`config.mk`:
```
export PLATFORM = sky130hd
export DESIGN_NAME = cdb_arbiter
export DESIGN_NICKNAME = d
export VERILOG_FILES = /design/src/rtl/cdb_arbiter_pkg.sv /design/src/rtl/cdb_arbiter_rr_pick.sv /design/src/rtl/cdb_arbiter.sv
export SDC_FILE = /design/constraint.sdc
export NUM_CORES = 1
export LEC_CHECK = 0
export BUFFER_PORTS_ARGS = -buffer_cell sky130_fd_sc_hd__buf_2
export CORE_AREA = 3 3 165 167
export CTS_BUF_LIST = sky130_fd_sc_hd__clkbuf_8 sky130_fd_sc_hd__clkbuf_16
export CTS_CLUSTER_DIAMETER = 60
export DETAILED_ROUTE_END_ITERATION = 6
export DIE_AREA = 0 0 168 170
export PLACE_DENSITY = 0.72
export SETUP_SLACK_MARGIN = 0.4
export SYNTH_ARGS = -nofsm -noshare
export SYNTH_HDL_FRONTEND = slang
export SYNTH_SLANG_ARGS = --single-unit
```
`constraint.sdc`:
```
create_clock -name clk_in -period 2.4 [get_ports clk_in]
set_input_delay 0.48 -clock clk_in [delete_from_list [all_inputs] [get_ports clk_in]]
set_output_delay 0.48 -clock clk_in [all_outputs]
set_load 0.02 [all_outputs]
```
`src/rtl/cdb_arbiter_pkg.sv`:
```
// Shared constants for the CDB arbiter: None tag, default widths and producer port indices.
// Optional flush support is compiled in with CDB_ARB_FLUSH_EN.
package cdb_arbiter_pkg;

   localparam int TAG_NONE   = 0;
   localparam int TAG_W_DEF  = 4;
   localparam int DATA_W_DEF = 32;

   typedef enum logic [2:0] {
      PORT_ALU = 3'd0,
      PORT_LSB = 3'd1,
      PORT_BR  = 3'd2
   } port_e;

endpackage

```
`src/rtl/cdb_arbiter_rr_pick.sv`:
```
// Combinational round-robin picker: lowest request at or above the pointer,
// wrapping to the lowest request overall when nothing sits above it.
module cdb_arbiter_rr_pick
   import cdb_arbiter_pkg::*;
#(
   parameter int N_REQ = 3,
   parameter int IW    = 2
) (
   input  logic [N_REQ-1:0] i_req,
   input  logic [IW-1:0]    i_ptr,
   output logic [N_REQ-1:0] o_grant,
   output logic             o_any
);

   logic [N_REQ-1:0] w_mask;
   logic [N_REQ-1:0] w_hi;
   logic [N_REQ-1:0] w_sel;

   // w_mask keeps positions >= i_ptr
   assign w_mask  = ~((N_REQ'(1) << i_ptr) - N_REQ'(1));
   assign w_hi    = i_req & w_mask;
   assign w_sel   = (|w_hi) ? w_hi : i_req;
   assign o_grant = w_sel & (~w_sel + N_REQ'(1));
   assign o_any   = |i_req;

endmodule

```
`src/rtl/cdb_arbiter.sv`:
```
// Common data bus arbiter: one-entry slot per producer, round-robin broadcast onto
// registered CDB outputs. Define CDB_ARB_FLUSH_EN to add the flush_in port.
module cdb_arbiter
   import cdb_arbiter_pkg::*;
#(
   parameter int N_REQ  = 3,
   parameter int TAG_W  = TAG_W_DEF,
   parameter int DATA_W = DATA_W_DEF
) (
   input  logic                      clk_in,
   input  logic                      rst_in,
   input  logic                      rdy_in,
   input  logic [N_REQ-1:0]          req_valid,
   input  logic [N_REQ*TAG_W-1:0]    req_tag,
   input  logic [N_REQ*DATA_W-1:0]   req_val,
   input  logic [N_REQ*DATA_W-1:0]   req_addr,
   output logic [N_REQ-1:0]          req_ready,
`ifdef CDB_ARB_FLUSH_EN
   input  logic                      flush_in,
`endif
   output logic                      cdb_active,
   output logic [TAG_W-1:0]          cdb_tag,
   output logic [DATA_W-1:0]         cdb_val,
   output logic [DATA_W-1:0]         cdb_addr
);

   localparam int IW = (N_REQ > 1) ? $clog2(N_REQ) : 1;

   logic [N_REQ-1:0]              r_full;
   logic [N_REQ-1:0][TAG_W-1:0]   r_tag;
   logic [N_REQ-1:0][DATA_W-1:0]  r_val;
   logic [N_REQ-1:0][DATA_W-1:0]  r_addr;
   logic [IW-1:0]                 r_ptr;

   logic [N_REQ-1:0][TAG_W-1:0]   w_in_tag;
   logic [N_REQ-1:0][DATA_W-1:0]  w_in_val;
   logic [N_REQ-1:0][DATA_W-1:0]  w_in_addr;
   logic [N_REQ-1:0]              w_live;
   logic [N_REQ-1:0]              w_drop;
   logic [N_REQ-1:0]              w_pick;
   logic [N_REQ-1:0]              w_grant;
   logic [N_REQ-1:0]              w_acc;
   logic                          w_any;
   logic                          w_flush;
   logic                          w_go;
   logic [IW-1:0]                 w_gidx;
   logic [IW-1:0]                 w_ptr_nxt;
   logic [TAG_W-1:0]              w_btag;
   logic [DATA_W-1:0]             w_bval;
   logic [DATA_W-1:0]             w_baddr;

`ifdef CDB_ARB_FLUSH_EN
   assign w_flush = flush_in;
`else
   assign w_flush = 1'b0;
`endif

   assign w_in_tag  = req_tag;
   assign w_in_val  = req_val;
   assign w_in_addr = req_addr;
   assign w_go      = rdy_in & ~w_flush;

   cdb_arbiter_rr_pick #(.N_REQ(N_REQ), .IW(IW)) u_pick (
      .i_req   (w_live),
      .i_ptr   (r_ptr),
      .o_grant (w_pick),
      .o_any   (w_any)
   );

   assign w_grant   = w_go ? w_pick : '0;
   // reset gating keeps ready low while rst_in is held, independent of slot state
   assign req_ready = {N_REQ{rst_in & w_go}} & (~r_full | w_grant);
   assign w_acc     = req_valid & req_ready;

   always_comb begin
      w_gidx  = '0;
      w_btag  = '0;
      w_bval  = '0;
      w_baddr = '0;
      for (int i = 0; i < N_REQ; i++) begin
         if (w_pick[i]) begin
            w_gidx  = IW'(i);
            w_btag  = r_tag[i];
            w_bval  = r_val[i];
            w_baddr = r_addr[i];
         end
      end
   end

   assign w_ptr_nxt = (w_gidx == IW'(N_REQ - 1)) ? '0 : w_gidx + IW'(1);

   genvar gi;
   generate
      for (gi = 0; gi < N_REQ; gi++) begin : g_slot
         // tag-0 slots are never picked and fall out at the following edge
         assign w_live[gi] = r_full[gi] && (r_tag[gi] != TAG_W'(TAG_NONE));
         assign w_drop[gi] = r_full[gi] && (r_tag[gi] == TAG_W'(TAG_NONE));

         always_ff @(posedge clk_in or negedge rst_in) begin
            if (!rst_in) begin
               r_full[gi] <= 1'b0;
               r_tag[gi]  <= '0;
               r_val[gi]  <= '0;
               r_addr[gi] <= '0;
            end else if (rdy_in) begin
               if (w_flush) begin
                  r_full[gi] <= 1'b0;
               end else if (w_acc[gi]) begin
                  r_full[gi] <= 1'b1;
                  r_tag[gi]  <= w_in_tag[gi];
                  r_val[gi]  <= w_in_val[gi];
                  r_addr[gi] <= w_in_addr[gi];
               end else if (w_grant[gi] || w_drop[gi]) begin
                  r_full[gi] <= 1'b0;
               end
            end
         end
      end
   endgenerate

   always_ff @(posedge clk_in or negedge rst_in) begin
      if (!rst_in) begin
         r_ptr      <= '0;
         cdb_active <= 1'b0;
         cdb_tag    <= '0;
         cdb_val    <= '0;
         cdb_addr   <= '0;
      end else if (rdy_in) begin
         if (w_flush) begin
            r_ptr      <= '0;
            cdb_active <= 1'b0;
            cdb_tag    <= '0;
            cdb_val    <= '0;
            cdb_addr   <= '0;
         end else begin
            if (w_any) r_ptr <= w_ptr_nxt;
            cdb_active <= w_any;
            cdb_tag    <= w_btag;
            cdb_val    <= w_bval;
            cdb_addr   <= w_baddr;
         end
      end
   end

endmodule
```
After elaboration in Yosys (flattened, before gate mapping):

Index checks and enable logic that the tools add are counted.

* input bits: 210
* logic and storage cells: 78
* bits in registers: 278

* muxes and demuxes: 20
* shift operators: 1
* equal/unequal tests: 1
* bitwise operators: 9
* add/subtract/negate cells: 3
* reduce and logical (&&, ||, !) cells: 27

Operators by type and width (number)
* 32-bit two-way mux: 6
* 2-bit AND reduction: 7
* 3-bit bitwise AND: 4
* 4-bit zero test: 3
* 4-bit two-way mux: 3
* 4-bit nonzero test: 3
* 3-bit inverter: 3
* 1-bit two-way mux: 7
* 1-bit logical AND: 6
* 3-bit two-way mux: 2
* 2-bit nonzero test: 3
* 3-bit OR reduction: 2
* 2-bit two-way mux: 2
* 3-bit by 1-bit adder with 3-bit output (second input constant): 1
* 1-bit logical OR: 3
* 3-bit OR: 1
* 1-bit by 2-bit << shifter with 3-bit output (first input constant): 1
* 3-bit by 2-bit subtractor with 3-bit output (second input constant): 1
* 2-bit by 1-bit adder with 2-bit output (second input constant): 1
* 2-bit == test (second input constant): 1
* 1-bit bitwise AND: 1

Depth between registers and ports, before layout:

Gate-level depths: netlist of run 1.

* depth in word-level cells: 15
* gate-level depth with buffers: 9

Cells and area by module:

Synthesis of run 1 repeated with hierarchy kept, for this count alone.

* cells, all modules: 931
* area, all modules: 11554.8 um2

By module, submodules not included
* cdb_arbiter: area an instance 11479.8 um2, instances 1, cells each 919, seq. area each 6956.7 um2
* cdb_arbiter_rr_pick: area an instance 75.1 um2, instances 1, cells each 12, seq. area each 0.0 um2

Least setup slack after synthesis of run 1:

No wires, ideal clock.

* kind: register to output
* start: register r_tag[4] in the netlist's numbering
* end: output port req_ready[2]
* cell stages (with the launch flop): 6
* path buffers: 1
* data required time: 1.920 ns
* arrival: 1.987 ns
* slack: -0.067 ns
* path through: dfrtp_1 -> o41a_1 -> a21o_1 -> a21o_1 -> clkbuf_1 -> a21boi_0

* longest elaborated chain between the ends: 11

Ends and longest elaborated chain
* start, declared: line cdb_arbiter.sv:30 `logic [N_REQ-1:0][TAG_W-1:0] r_tag;`
* start signal, assigned by index: line cdb_arbiter.sv:110 `r_tag[gi] <= w_in_tag[gi];`
* 4-bit nonzero test *: line cdb_arbiter.sv:96 `assign w_live[gi] = r_full[gi] && (r_tag[gi] != TAG_W'(TAG_NONE));`
* 1-bit logical AND *: line cdb_arbiter.sv:96
* 3-bit bitwise AND: line cdb_arbiter_rr_pick.sv:21 `assign w_hi = i_req & w_mask;`
* 3-bit OR reduction: line cdb_arbiter_rr_pick.sv:22 `assign w_sel = (|w_hi) ? w_hi : i_req;`
* 3-bit two-way mux *: line cdb_arbiter_rr_pick.sv:22
* 3-bit inverter: line cdb_arbiter_rr_pick.sv:23 `assign o_grant = w_sel & (~w_sel + N_REQ'(1));`
* 3-bit by 1-bit adder with 3-bit output: line cdb_arbiter_rr_pick.sv:23
* 3-bit bitwise AND *: line cdb_arbiter_rr_pick.sv:23
* 3-bit two-way mux *: line cdb_arbiter.sv:70 `assign w_grant = w_go ? w_pick : '0;`
* 3-bit OR *: line cdb_arbiter.sv:72 `assign req_ready = {N_REQ{rst_in & w_go}} & (~r_full | w_grant);`
* 3-bit bitwise AND *: line cdb_arbiter.sv:72
* end, declared: line cdb_arbiter.sv:17 `output logic [N_REQ-1:0] req_ready,`

Every way passes the cells marked *; elsewhere a longest branch is shown, timed or not.

Worst setup path in the final report of run 1:

* start: register r_tag[1] in the netlist's numbering
* end: output port req_ready[2]

Same word-level chain as after synthesis.

==> results.sh, run 1 <==
export IMPL_syn_avg_cell_area_um2=12.2
export IMPL_required_ns=1.92
export IMPL_core_rowCount=59
export IMPL_core_area_um2=25900
export IMPL_cts_buffer_depth=3
export IMPL_min_period_ns=2.67
export IMPL_path_clk_slew_ns=0.07
export IMPL_syn_num_nets=1244
export IMPL_max_freq_mhz=375
export IMPL_ys_seq_elements=278
export IMPL_finalHoldViolCount=0
export IMPL_place_hpwl_um=22700
export IMPL_violations="setup timing"
export IMPL_grt_overflow=0
export IMPL_area_delta_synth_final_pct=53.7
export IMPL_num_vias=10800
export IMPL_synth_area_leaders="dfrtp_1, mux2_2, a211o_1, a211oi_1, o22ai_1"
export IMPL_utilization_pct=74.9
export IMPL_cp_arrival_ns=2.19
export IMPL_cp_slowest_cell="o41a_4"
export IMPL_powerDensity_nw_per_um2=1460
export IMPL_wirelength_um=46300
export IMPL_die_h_um=170
export IMPL_critPathMaxFanout=4
export IMPL_synth_edf_count=0
export IMPL_cts_buffers_inserted=34
export IMPL_path_cells="o41a_4 > a21o_1 > a21o_4 > a21boi_4 > buf_6"
export IMPL_clock_power_share_pct=18.6
export IMPL_cts_tree="built"
export IMPL_cts_root_buf="clkbuf_16"
export IMPL_ys_seq_area_share_pct=55.1
export IMPL_setup_violations=259
export IMPL_synthArstFlopShare_pct=100
export IMPL_drt_pass1_iterations=7
export IMPL_h_tree_depth=2
export IMPL_internal_power_mw=17.9
export IMPL_track_usage_pct=29.4
export IMPL_synth_distinct_cells=39
export IMPL_layout_cells_non_filler=1794
export IMPL_hold_path_class="in -> async"
export IMPL_pwr_share_comb_pct=51.2
export IMPL_fp_dieArea_um2=28600
export IMPL_num_io_pins=282
export IMPL_fill_cells=1584
export IMPL_r2r_start="r_tag[1]"
export IMPL_outcome="finished with violations"
export IMPL_drive_above_1_share_pct=55.9
export IMPL_yosys_top_cells_count="dfrtp_1, mux2_2, o21ai_0"
export IMPL_path_buf_inv=1
export IMPL_rr_endpoint="r_addr[35]"
export IMPL_final_max_slew_viol_count=0
export IMPL_start_util_pct=48.7
export IMPL_dp_cells=1609
export IMPL_place_worst_setup_slack_ns=-0.0471
export IMPL_insertion_delay_ns=0.51
export IMPL_skew_ns=0.0168
export IMPL_antenna_found_initial=14
export IMPL_cp_slowest_stage_delay_ns=0.49
export IMPL_drc=0
export IMPL_power_frac_seq_pct=30.2
export IMPL_fin_ws_ns=-0.269
export IMPL_global_route_usage_met1_pct=37.9
export IMPL_worst_path_dominant_cell_family="compound AO/OA/AOI/OAI gates"
export IMPL_period_share_pct=111
export IMPL_clkSinkCount=278
export IMPL_slew_headroom_pct=45.8
export IMPL_gp_congestion=0.810
export IMPL_postSynthCellCount=1034
export IMPL_ff2ff_setup_slack_ns=-0.20
export IMPL_grt_pass1_wl_um=65700
export IMPL_grt_use_met3_pct=6.88
export IMPL_start_kind="flop"
export IMPL_reg2regPathDepth=11
export IMPL_cap_violations=0
export IMPL_power_switching_mw=10.4
export IMPL_crit_path_end_kind="primary output"
export IMPL_leakage_nw=9.59
export IMPL_worst_pin_slew_ns=0.814
export IMPL_syn_cell_area_um2=12600
export IMPL_synth_top_cell_by_area="dfrtp_1"
export IMPL_final_antenna_net_count=0
export IMPL_ir_worst_vdd_mv=0.832
export IMPL_critPathKind="reg -> out"
export IMPL_portBuffers=281
export IMPL_wl_per_cell_um=25.8
export IMPL_grt_pass1_vias=11100
export IMPL_synth_top_area_share_pct=55.1
export IMPL_synth_warnings=0
export IMPL_drt_initial_drc_count=1017
export IMPL_grt_max_degree=148
export IMPL_synth_most_common_cell="dfrtp_1"
export IMPL_fin_nets=1639
export IMPL_vias_per_cell=6.04
export IMPL_rsz0062_at_grt="yes"
export IMPL_grt_busiest_layer="met2"
export IMPL_synth_main_ff_cell="dfrtp_1"
export IMPL_gr_usage_met2_pct=50.1
export IMPL_swShare_pct=36.7
export IMPL_dieWidth_um=168
==> cells in the final DEF (no fill, tap or decap), types with 3 or more instances in the layout <==
| cell | Yosys | final |
|---|---|---|
| buf_16 | 0 | 37 |
| buf_4 | 8 | 34 |
| buf_8 | 0 | 10 |
| o21ai_1 | 0 | 11 |
| and3_1 | 65 | 63 |
| o211a_1 | 4 | 4 |
| a21oi_4 | 0 | 4 |
| a211o_1 | 63 | 63 |
| a311oi_1 | 4 | 4 |
| nand2_1 | 13 | 13 |
| bufinv_16 | 0 | 3 |
| clkbuf_8 | 0 | 4 |
| inv_1 | 68 | 74 |
| clkbuf_16 | 0 | 44 |
| buf_12 | 0 | 40 |
| o41ai_4 | 2 | 3 |
| diode_2 | 0 | 7 |
| mux2_4 | 0 | 204 |
| o21ai_2 | 0 | 6 |
| dfrtp_2 | 0 | 8 |
| dfrtp_1 | 278 | 270 |
| o22ai_1 | 69 | 67 |
| clkinv_2 | 0 | 6 |
| buf_6 | 5 | 43 |
| a21oi_1 | 7 | 5 |
| a211oi_2 | 1 | 63 |
| o21ai_0 | 71 | 53 |
| buf_2 | 16 | 276 |
==> worst max path at each step <==
| stage | slack (ns) | startpoint | cells past startpoint | end |
|---|---|---|---|---|
| 2_1_floorplan | 0.06 | r_tag[10] | 8 | r_tag[0] |
| 4_1_cts | -0.22 | r_tag[8] | 6 | req_ready[1] |
| 5_1_grt | -0.30 | r_tag[1] | 6 | req_ready[1] |
| 3_5_place_dp | -0.05 | r_tag[10] | 7 | r_addr[4] |
| 3_3_place_gp | -0.03 | r_tag[10] | 7 | r_addr[9] |
| 6_report | -0.27 | r_tag[1] | 5 | req_ready[2] |
==> area by class of cell <==
| class | instances | area [um^2] | area share [%] |
|---|---|---|---|
| Tap cell | 335 | 419 | 2.16 |
| Clock buffer | 41 | 981 | 5.06 |
| Timing Repair Buffer | 447 | 4270 | 22.0 |
| Antenna cell | 7 | 17.5 | 0.0903 |
| Clock inverter | 18 | 169 | 0.871 |
| Multi-Input combinational cell | 600 | 6320 | 32.6 |
| Sequential cell | 278 | 6970 | 35.9 |
| Inverter | 68 | 255 | 1.32 |
==> metal layers <==
metal	share of wire, %	up-vias	wire, um
li1	-	4638	-
met3	7.5	144	3460
met5	0.27	-	123
met4	4.0	20	1850
met2	49	553	22700
met1	39	5485	18200
==> per-stage QoR <==
stage | hold WS [ns] | setup TNS (ns) | power (mW) | area, um^2
after floorplan | 0.184 | 0 | 14.4 | 13100
after global placement | 0.488 | -0.990 | 17.1 | 15000
after detailed placement | 0.487 | -1.60 | 17.4 | 15000
after CTS | 0.157 | -12.15 | 26.4 | 18800
after global routing | 0.150 | -40.46 | 29.4 | 19400
final | 0.0999 | -24.10 | 28.3 | 19400
==> power groups by stage <==
stage,clock network [mW],registers (mW),logic (mW)
CTS,5.28,8.35,12.8
global placement,0,8.22,8.93
detailed placement,0,8.30,9.14
finish,5.27,8.55,14.5
floorplan,0,8.56,5.80
global route,5.52,8.76,15.2
==> cell families after synthesis <==
family | count (synthesis) | synth area share, %
buffers and inverters | 157 | 5.36
flip-flops | 278 | 55.1
AO/OA/AOI/OAI | 301 | 16.9
AND/OR/NAND/NOR | 94 | 4.35
multiplexers | 204 | 18.2
==> flip-flops by register name, summed over array words and instances (netlist names) <==
name        count
r_val          96
cdb_active      1
cdb_addr       32
cdb_tag         4
r_tag          12
r_ptr           2
cdb_val        32
r_addr         96
r_full          3
==> timing repair <==
| item | CTS | global route |
|---|---|---|
| pin swaps | 97 | 87 |
| hold buffers | 0 | 0 |
| cloned | 34 | 10 |
| buffers inserted | 64 | 11 |
| endpoints found under the hold margin | 0 | 0 |
| resized for setup | 272 | 87 |
| setup endpoints to repair | 276 | 277 |
No activity file was read; power rests on OpenSTA's default activity.
==> inputs of run 2 (changes only) <==
--- a/config.mk
+++ b/config.mk
@@ -6,13 +6,14 @@
 export NUM_CORES = 1
 export LEC_CHECK = 0
 export BUFFER_PORTS_ARGS = -buffer_cell sky130_fd_sc_hd__buf_2
-export CORE_AREA = 3 3 165 167
+export CORE_AREA = 3 3 160 162
 export CTS_BUF_LIST = sky130_fd_sc_hd__clkbuf_8 sky130_fd_sc_hd__clkbuf_16
 export CTS_CLUSTER_DIAMETER = 60
 export DETAILED_ROUTE_END_ITERATION = 6
-export DIE_AREA = 0 0 168 170
+export DIE_AREA = 0 0 163 165
 export PLACE_DENSITY = 0.72
 export SETUP_SLACK_MARGIN = 0.4
 export SYNTH_ARGS = -nofsm -noshare
 export SYNTH_HDL_FRONTEND = slang
+export SYNTH_HIERARCHICAL = 1
 export SYNTH_SLANG_ARGS = --single-unit
==> constraint.sdc (replaced) <==
create_clock -name clk_in -period 2.4 [get_ports clk_in]
set_input_delay 0.48 -clock clk_in [delete_from_list [all_inputs] [get_ports clk_in]]
set_output_delay 0.48 -clock clk_in [all_outputs]
set_load 0.05 [all_outputs]
==> results.sh, run 2 <==
export IMPL_outcome="finished with violations"
export IMPL_violations="setup timing"
export IMPL_drt_initial_drc_count=782
export IMPL_cts_buffer_depth=3
export IMPL_postSynthCellCount=931
export IMPL_portBuffers=281
export IMPL_grt_pass1_wl_um=56600
export IMPL_cts_tree="built"
export IMPL_ys_seq_elements=278
export IMPL_wl_met2_um=18800
export IMPL_critPathKind="reg -> out"
export IMPL_reg_top3="r_addr: 96 flops, r_val: 96 flops"
export IMPL_worst_path_dominant_cell_family="compound AO/OA/AOI/OAI gates"
export IMPL_layout_cells_non_filler=1633
export IMPL_synth_distinct_cells=29
export IMPL_crit_path_end_kind="primary output"
export IMPL_synth_area_leaders="dfrtp_1, mux2_2, a41oi_1, nand2_1, nand3_1"
export IMPL_drc=0
export IMPL_top_layer_used="met5"
export IMPL_fp_dieArea_um2=26900
export IMPL_synth_most_common_cell="dfrtp_1"
export IMPL_synth_main_ff_cell="dfrtp_1"
export IMPL_ir_worst_vdd_mv=0.852
export IMPL_grt_max_degree=123
export IMPL_path_cells="o41a_1 > buf_4 > a21oi_2 > o21a_4 > inv_4 > a21oi_4 > buf_6"
export IMPL_rsz0062_at_grt="yes"
export IMPL_power_switching_mw=10.7
export IMPL_start_util_pct=47.7
export IMPL_wl_per_cell_um=23.1
export IMPL_drive_above_1_share_pct=58.6
export IMPL_num_io_pins=282
export IMPL_place_hpwl_um=19900
export IMPL_power_frac_seq_pct=32.7
export IMPL_synth_top_area_share_pct=60.2
export IMPL_finalHoldViolCount=0
export IMPL_grt_overflow=0
export IMPL_layout_commonest_cell="dfrtp_1"
export IMPL_clkSinkCount=278
export IMPL_cp_arrival_ns=2.31
export IMPL_num_vias=9341
export IMPL_skew_ns=0.0215
export IMPL_synth_warnings=6
export IMPL_core_area_um2=24200
export IMPL_gp_congestion=0.827
export IMPL_yosys_top_cells_count="dfrtp_1, mux2_2, nand2_1"
export IMPL_required_ns=1.92
export IMPL_dieWidth_um=163
export IMPL_min_period_ns=2.79
export IMPL_fin_ws_ns=-0.387
export IMPL_syn_num_nets=1141
export IMPL_internal_power_mw=15.6
export IMPL_drt_pass1_iterations=7
export IMPL_hold_path_class="in -> async"
export IMPL_cts_root_buf="clkbuf_16"
export IMPL_wirelength_um=37700
export IMPL_h_tree_depth=1
export IMPL_synth_top_cell_by_area="dfrtp_1"
export IMPL_fin_nets=1494
export IMPL_wl_met1_um=15200
export IMPL_cp_slowest_stage_delay_ns=0.52
export IMPL_final_antenna_net_count=0
export IMPL_critPathMaxFanout=3
export IMPL_cts_buffers_inserted=31
export IMPL_cp_slowest_cell="o41a_1"
export IMPL_powerDensity_nw_per_um2=1560
export IMPL_vias_per_cell=5.72
export IMPL_slew_headroom_pct=33.0
export IMPL_clock_power_share_pct=17.7
export IMPL_pwr_share_comb_pct=49.6
export IMPL_worst_pin_slew_ns=1.00
export IMPL_antenna_found_initial=4
export IMPL_ys_seq_area_share_pct=60.2
export IMPL_final_cell_mix="dfrtp_1, buf_2, mux2_2, nand2_1"
export IMPL_utilization_pct=69.1
export IMPL_insertion_delay_ns=0.56
export IMPL_synth_edf_count=0
export IMPL_final_max_slew_viol_count=0
export IMPL_leakage_nw=7.61
export IMPL_track_usage_pct=27.1
export IMPL_syn_avg_cell_area_um2=12.4
export IMPL_max_freq_mhz=359
export IMPL_path_clk_slew_ns=0.06
export IMPL_setup_tns_ns=-39.88
export IMPL_swShare_pct=40.6
export IMPL_setup_violations=253
export IMPL_grt_pass1_vias=9751
export IMPL_synthArstFlopShare_pct=100
export IMPL_path_buf_inv=3
export IMPL_start_kind="flop"
export IMPL_syn_cell_area_um2=11600
export IMPL_area_delta_synth_final_pct=45.1
export IMPL_period_share_pct=116
export IMPL_dp_cells=1495
export IMPL_met3_length_um=2500
export IMPL_core_rowCount=57
export IMPL_die_h_um=165
export IMPL_cap_violations=0
## run 2: what timing repair did
| action | in CTS | in global routing |
|---|---|---|
| hold endpoints to repair | 5 | 0 |
| cloned | 26 | 3 |
| pin swaps | 15 | 23 |
| setup endpoints to repair | 279 | 281 |
| buffers inserted | 43 | 7 |
| resized for setup | 148 | 57 |
| hold buffers | 1 | 0 |
## run 2: cell families after synthesis
| group | count (synthesis) | share of synthesized area, % |
|---|---|---|
| simple gates | 288 | 10.3 |
| flops | 278 | 60.2 |
| mux | 204 | 19.9 |
| compound gates | 87 | 6.57 |
| buf+inv | 74 | 3.02 |
## run 2: layout make-up
| class | count | area (um^2) |
|---|---|---|
| antenna | 4 | 10.0 |
| clock buffer | 38 | 872 |
| clock inverter | 16 | 143 |
| fill | 1729 | 7490 |
| inverter | 7 | 31.3 |
| multi-input combinational | 579 | 5130 |
| sequential | 278 | 6960 |
| tap | 324 | 405 |
| timing repair buffer | 387 | 3210 |
## run 2: stage by stage
step                      total power, mW  hold slack, ns  setup slack (ns)  cell area (um^2)
after floorplan                      14.9           0.184            0.0425             11800
after global routing                 27.4          0.0738            -0.425             16800
final                                26.2          0.0577            -0.387             16800
after detailed placement             17.6           0.296            0.0665             13500
after global placement               17.4           0.294            0.0879             13500
after CTS                            25.4          0.0481            -0.318             16500
## run 2: final timing paths
kind / from / end / slack (ns) / cells past startpoint
worst min-delay path: rst_in / r_tag[7] / 0.06 / 2
worst min register to register: r_val[62] / r_val[62] / 0.50 / 1
max in group asynchronous: rst_in / r_val[68] / 1.28 / 3
worst max-delay path: r_tag[7] / req_ready[2] / -0.39 / 7
worst max register to register: r_tag[7] / r_addr[62] / -0.35 / 10
min in group clk_in: req_addr[6] / r_addr[6] / 0.15 / 2
## run 2: power by group through the flow
stage	combinational [mW]	sequential [mW]	clock, mW
after global placement	9.00	8.36	0
after CTS	12.3	8.42	4.70
final	13.0	8.57	4.65
after detailed placement	9.19	8.42	0
after floorplan	4.76	10.2	0
after global routing	13.6	8.85	4.95
## run 2: metal layers
layer  global-route usage, %  vias up
met5                       0        -
met4                    8.46        2
met3                    4.84       91
met2                    46.4      424
met1                    35.4     4803
li1                        -     4021
